`src/rtl/rx_dmac_filter.sv`:
```
// Receive-path destination-MAC filter: forwards or drops whole AXI4-Stream frames based on the first beat.
// Optional per-frame pass/drop counters are compiled in with RX_DMAC_FILTER_STATS_EN.
module rx_dmac_filter (
  input  logic        axis_aclk,
  input  logic        axis_aresetn,
  input  logic [63:0] s_axis_tdata,
  input  logic [7:0]  s_axis_tkeep,
  input  logic        s_axis_tvalid,
  input  logic        s_axis_tlast,
  output logic        s_axis_tready,
  output logic [63:0] m_axis_tdata,
  output logic [7:0]  m_axis_tkeep,
  output logic        m_axis_tvalid,
  output logic        m_axis_tlast,
  input  logic        m_axis_tready,
  input  logic [47:0] mac_addr,
  input  logic        mcast_en,
  output logic [31:0] pass_cnt,
  output logic [31:0] drop_cnt,
  output logic [1:0]  dbg_state
);

  typedef enum logic [1:0] {
    ST_SOF  = 2'd0,
    ST_PASS = 2'd1,
    ST_DROP = 2'd2
  } state_t;

  state_t      state_q, state_d;
  logic        m_valid_q, m_valid_d;
  logic [63:0] m_data_q, m_data_d;
  logic [7:0]  m_keep_q, m_keep_d;
  logic        m_last_q, m_last_d;

  logic [47:0] dmac;
  logic        runt;
  logic        hit;
  logic        beat_acc;
  logic        fwd;

  // A beat moves on either port only when tvalid & tready are both high in the same cycle;
  // tvalid never waits on tready. Dropped beats bypass the output register, so DROP always accepts.
  assign s_axis_tready = (state_q == ST_DROP) || !m_valid_q || m_axis_tready;

  always_comb begin
    dmac     = s_axis_tdata[47:0];
    runt     = (s_axis_tkeep & 8'h3F) != 8'h3F;
    hit      = !runt && ((dmac == mac_addr) || (dmac == 48'hFFFF_FFFF_FFFF) ||
                         (mcast_en && dmac[0]));
    beat_acc = s_axis_tvalid && s_axis_tready;
    fwd      = beat_acc && (((state_q == ST_SOF) && hit) || (state_q == ST_PASS));

    state_d = state_q;
    case (state_q)
      ST_SOF: begin
        if (beat_acc && !s_axis_tlast) state_d = hit ? ST_PASS : ST_DROP;
      end
      ST_PASS, ST_DROP: begin
        if (beat_acc && s_axis_tlast) state_d = ST_SOF;
      end
      default: state_d = ST_SOF;
    endcase

    m_valid_d = m_valid_q;
    m_data_d  = m_data_q;
    m_keep_d  = m_keep_q;
    m_last_d  = m_last_q;
    if (fwd) begin
      m_valid_d = 1'b1;
      m_data_d  = s_axis_tdata;
      m_keep_d  = s_axis_tkeep;
      m_last_d  = s_axis_tlast;
    end else if (m_axis_tready) begin
      m_valid_d = 1'b0;
    end
  end

  always_ff @(posedge axis_aclk or negedge axis_aresetn) begin
    if (!axis_aresetn) begin
      state_q   <= ST_SOF;
      m_valid_q <= 1'b0;
      m_data_q  <= '0;
      m_keep_q  <= '0;
      m_last_q  <= 1'b0;
    end else begin
      state_q   <= state_d;
      m_valid_q <= m_valid_d;
      m_data_q  <= m_data_d;
      m_keep_q  <= m_keep_d;
      m_last_q  <= m_last_d;
    end
  end

  assign m_axis_tvalid = m_valid_q;
  assign m_axis_tdata  = m_data_q;
  assign m_axis_tkeep  = m_keep_q;
  assign m_axis_tlast  = m_last_q;
  assign dbg_state     = state_q;

`ifdef RX_DMAC_FILTER_STATS_EN
  logic [31:0] pass_cnt_q, pass_cnt_d;
  logic [31:0] drop_cnt_q, drop_cnt_d;
  logic        pass_inc;
  logic        drop_inc;

  // Single-beat frames are classified and counted on their SOF beat.
  always_comb begin
    pass_inc   = beat_acc && s_axis_tlast &&
                 (((state_q == ST_SOF) && hit) || (state_q == ST_PASS));
    drop_inc   = beat_acc && s_axis_tlast &&
                 (((state_q == ST_SOF) && !hit) || (state_q == ST_DROP));
    pass_cnt_d = pass_cnt_q;
    drop_cnt_d = drop_cnt_q;
    if (pass_inc && (pass_cnt_q != 32'hFFFF_FFFF)) pass_cnt_d = pass_cnt_q + 32'd1;
    if (drop_inc && (drop_cnt_q != 32'hFFFF_FFFF)) drop_cnt_d = drop_cnt_q + 32'd1;
  end

  always_ff @(posedge axis_aclk or negedge axis_aresetn) begin
    if (!axis_aresetn) begin
      pass_cnt_q <= '0;
      drop_cnt_q <= '0;
    end else begin
      pass_cnt_q <= pass_cnt_d;
      drop_cnt_q <= drop_cnt_d;
    end
  end

  assign pass_cnt = pass_cnt_q;
  assign drop_cnt = drop_cnt_q;
`else
  assign pass_cnt = '0;
  assign drop_cnt = '0;
`endif

endmodule

```
`config.mk`:
```
export PLATFORM = sky130hd
export DESIGN_NAME = rx_dmac_filter
export DESIGN_NICKNAME = d
export VERILOG_FILES = /design/src/rtl/rx_dmac_filter.sv
export SDC_FILE = /design/constraint.sdc
export NUM_CORES = 1
export LEC_CHECK = 0
export CAP_MARGIN = 20
export CORE_ASPECT_RATIO = 1.2
export CORE_MARGIN = 1
export CORE_UTILIZATION = 33
export DETAILED_ROUTE_END_ITERATION = 10
export PLACE_DENSITY = 0.77
export SYNTH_ARGS = -nofsm -noshare
export SYNTH_HDL_FRONTEND = slang
export SYNTH_SLANG_ARGS = --single-unit
```
`constraint.sdc`:
```
create_clock -name axis_aclk -period 4.42 [get_ports axis_aclk]
set_clock_uncertainty 0.2 [all_clocks]
set_input_delay 0.884 -clock axis_aclk [delete_from_list [all_inputs] [get_ports axis_aclk]]
set_output_delay 0.884 -clock axis_aclk [all_outputs]
set_load 0.01 [all_outputs]
```
==> qor.yml <==
post_cts_buffers: 0
synthCells: 501
die_x_um: 114
synth_seq_area_share_pct: 38.0
multi_input_area_um2: 2670
drt-vias-per-instance: 5.09
grt_setup_unrepaired: "no"
synthTopCellsByCount: "dfrtp_1, and3_1, a221o_1, and2_1, buf_4"
yosysTopAreaCell: "dfrtp_1"
clkTransAtPathRegs_ns: 0.06
slowest_delay_ns: 0.54
synthArstFlopShare_pct: 100
synth_warnings: 0
total_power_uw: 2310
grt.total_usage_pct: 21.1
drc: 0
power_leakage_uw: 0.00340
slew_headroom_pct: 56.1
synth_top_cell_area_share_pct: 38.0
boundaryPins: 267
drtAntennaViolNets: 0
coreArea_um2: 14600
clock_latency_ns: 0.33
synth_cell_type_count: 31
drive_gt1_share_pct: 4.53
maxCapViolations: 0
dieArea_um2: 15700
cp_slowest_cell: "clkdlybuf4s50_1"
place.gp.congestion: 0.785
fin_crit_sh_pct: 81.4
final_area_um2: 7290
cp.required_ns: 4.44
cts-root-buf: "clkbuf_16"
synth-edff-count: 0
critPathKind: "input port to flop"
cts_tree: "done"
cts_resized: 0
crit_buf_inv: 2
rrSetupSlack_ns: 1.60
cp-start-kind: "input port"
core.rowCount: 48
dr.first_iter.drc_count: 407
layout.nets: 809
finalSetupViolations: 0
grt_pass1_vias: 4225
vias: 4505
path_cells: "clkdlybuf4s50_1 -> xor2_1 -> nor4_1 -> nand3_1 -> nor4_4 -> o31ai_4 -> buf_12 -> a221o_1"
port_buffers: 202
grt_start_max_net_pins: 77
fillCellCount: 1345
antenna_found_initial: 0
post_dp_cell_area_um2: 6920
instances_no_fill: 885
first_pass_iters: 4
cts-htree-levels: 3
diodes: 0
synthTopCellsByArea: "dfrtp_1, a221o_1, buf_4"
grt_overflow: 0
synth-main-ff-cell: "dfrtp_1"
chipHeight_um: 137
regArea_um2: 1900
fin_setup_tns_ns: 0
wl_per_cell_um: 18.9
clk_path_buf_depth: 2
start_util_pct: 34.3
grt_first_pass_wirelength_um: 24600
slew_viol_final: 0
synth_seq_cells: 76
areaGrowthSynthToFinish_pct: 45.7
numCtsBuffers: 9
post-place-cells: 867
finalHoldViolCount: 0
hp-class: "input port to asynchronous set/reset pin"
path_max_fanout: 55
hold_buffers: 0
crit_family: "simple AND/OR/NAND/NOR gates"
cts_sinks: 76
fmax_mhz: 278
ir_drop_uv: 164
wirelength_um: 16700
synth_most_common_cell: "dfrtp_1"
synth.cell_area_um2: 5000
fin_crit_ns: 3.60
worst_pin_slew_ns: 0.658
status: "completed"
dpl.hpwl_um: 12300
dp_slack_ns: 0.512
worst_slack_ns: 0.822
power_density_nw_per_um2: 317
critPathCaptureType: "flop"
critPathArrivalTime_ns: 3.61
syn_avg_cell_area_um2: 9.98
==> final timing paths <==
| path | from | to | cells past startpoint |
|---|---|---|---|
| min in group axis_aclk | m_axis_tdata[0]$_DFFE_PN0P_ | m_axis_tdata[0]$_DFFE_PN0P_ | 1 |
| min reg2reg | m_axis_tdata[0]$_DFFE_PN0P_ | m_axis_tdata[0]$_DFFE_PN0P_ | 1 |
| min | axis_aresetn | m_axis_tdata[55]$_DFFE_PN0P_ | 1 |
| max | s_axis_tdata[44] | m_axis_tdata[13]$_DFFE_PN0P_ | 8 |
| max reg2reg | dbg_state[0]$_DFFE_PN0P_ | m_axis_tdata[13]$_DFFE_PN0P_ | 8 |
| max in group asynchronous | axis_aresetn | m_axis_tdata[16]$_DFFE_PN0P_ | 2 |
==> logic make-up (layout without fill, tap and decap cells) <==
logic type / after synthesis / count (layout) / synth area share, %
flip-flops: 76 / 76 / 38.0
buffers and inverters: 107 / 228 / 13.7
other: 1 / 64 / 0.0750
adder cells (fa/ha/maj): 3 / 3 / 0.750
XOR/XNOR: 48 / 48 / 8.40
AO/OA/AOI/OAI: 82 / 82 / 15.9
AND/OR/NAND/NOR: 184 / 184 / 23.1
==> report_power, final <==
part | total, uW | internal [uW] | switching [uW]
Sequential | 816 | 768 | 48.4
Combinational | 686 | 377 | 310
Clock | 805 | 497 | 308
Total | 2310 | 1640 | 666
==> through the flow <==
stage	util, %	hold slack, ns
5_1_grt	49.9	0.323
3_3_place_gp	47.4	0.294
2_1_floorplan	-	0.346
4_1_cts	49.6	0.315
6_report	49.9	0.301
3_5_place_dp	47.4	0.299
==> state kept, by name, summed over array words and instances, names as in the netlist <==
name,count
dbg_state,2
m_axis_tdata,64
m_axis_tkeep,8
m_axis_tlast,1
m_axis_tvalid,1
==> cell type report <==
class	count	area share, %
multi-input combinational	381	36.6
clock buffer	9	3.09
clock inverter	7	1.39
timing repair buffer	209	29.2
inverter	3	0.154
sequential	76	26.1
tap	200	3.43
==> placed cells by master (no fill, tap or decap), types with 2 or more instances in the layout <==
cell	Yosys	layout
xnor2_1	2	2
nand2_1	5	5
ha_1	3	2
dfrtp_1	76	76
buf_4	65	4
clkinv_4	0	3
inv_1	3	3
xor2_1	46	46
bufinv_16	0	2
nand3_1	2	2
conb_1	1	64
and3_1	74	73
a21oi_1	2	2
and2_1	68	67
clkinvlp_4	0	2
nor2_1	2	2
nand4_1	14	14
buf_12	0	3
a221o_1	73	73
clkdlybuf4s50_1	0	201
nor4_1	14	14
clkbuf_16	0	9
==> routing by layer <==
metal	GRT usage (%)	part of all wire, %	vias up
met2	34.9	49	236
met3	4.87	7.5	18
met4	7.65	2.0	0
met1	26.7	41	2163
li1	-	-	2088
met5	0	0	-
Power figures use the tool's default switching activity.
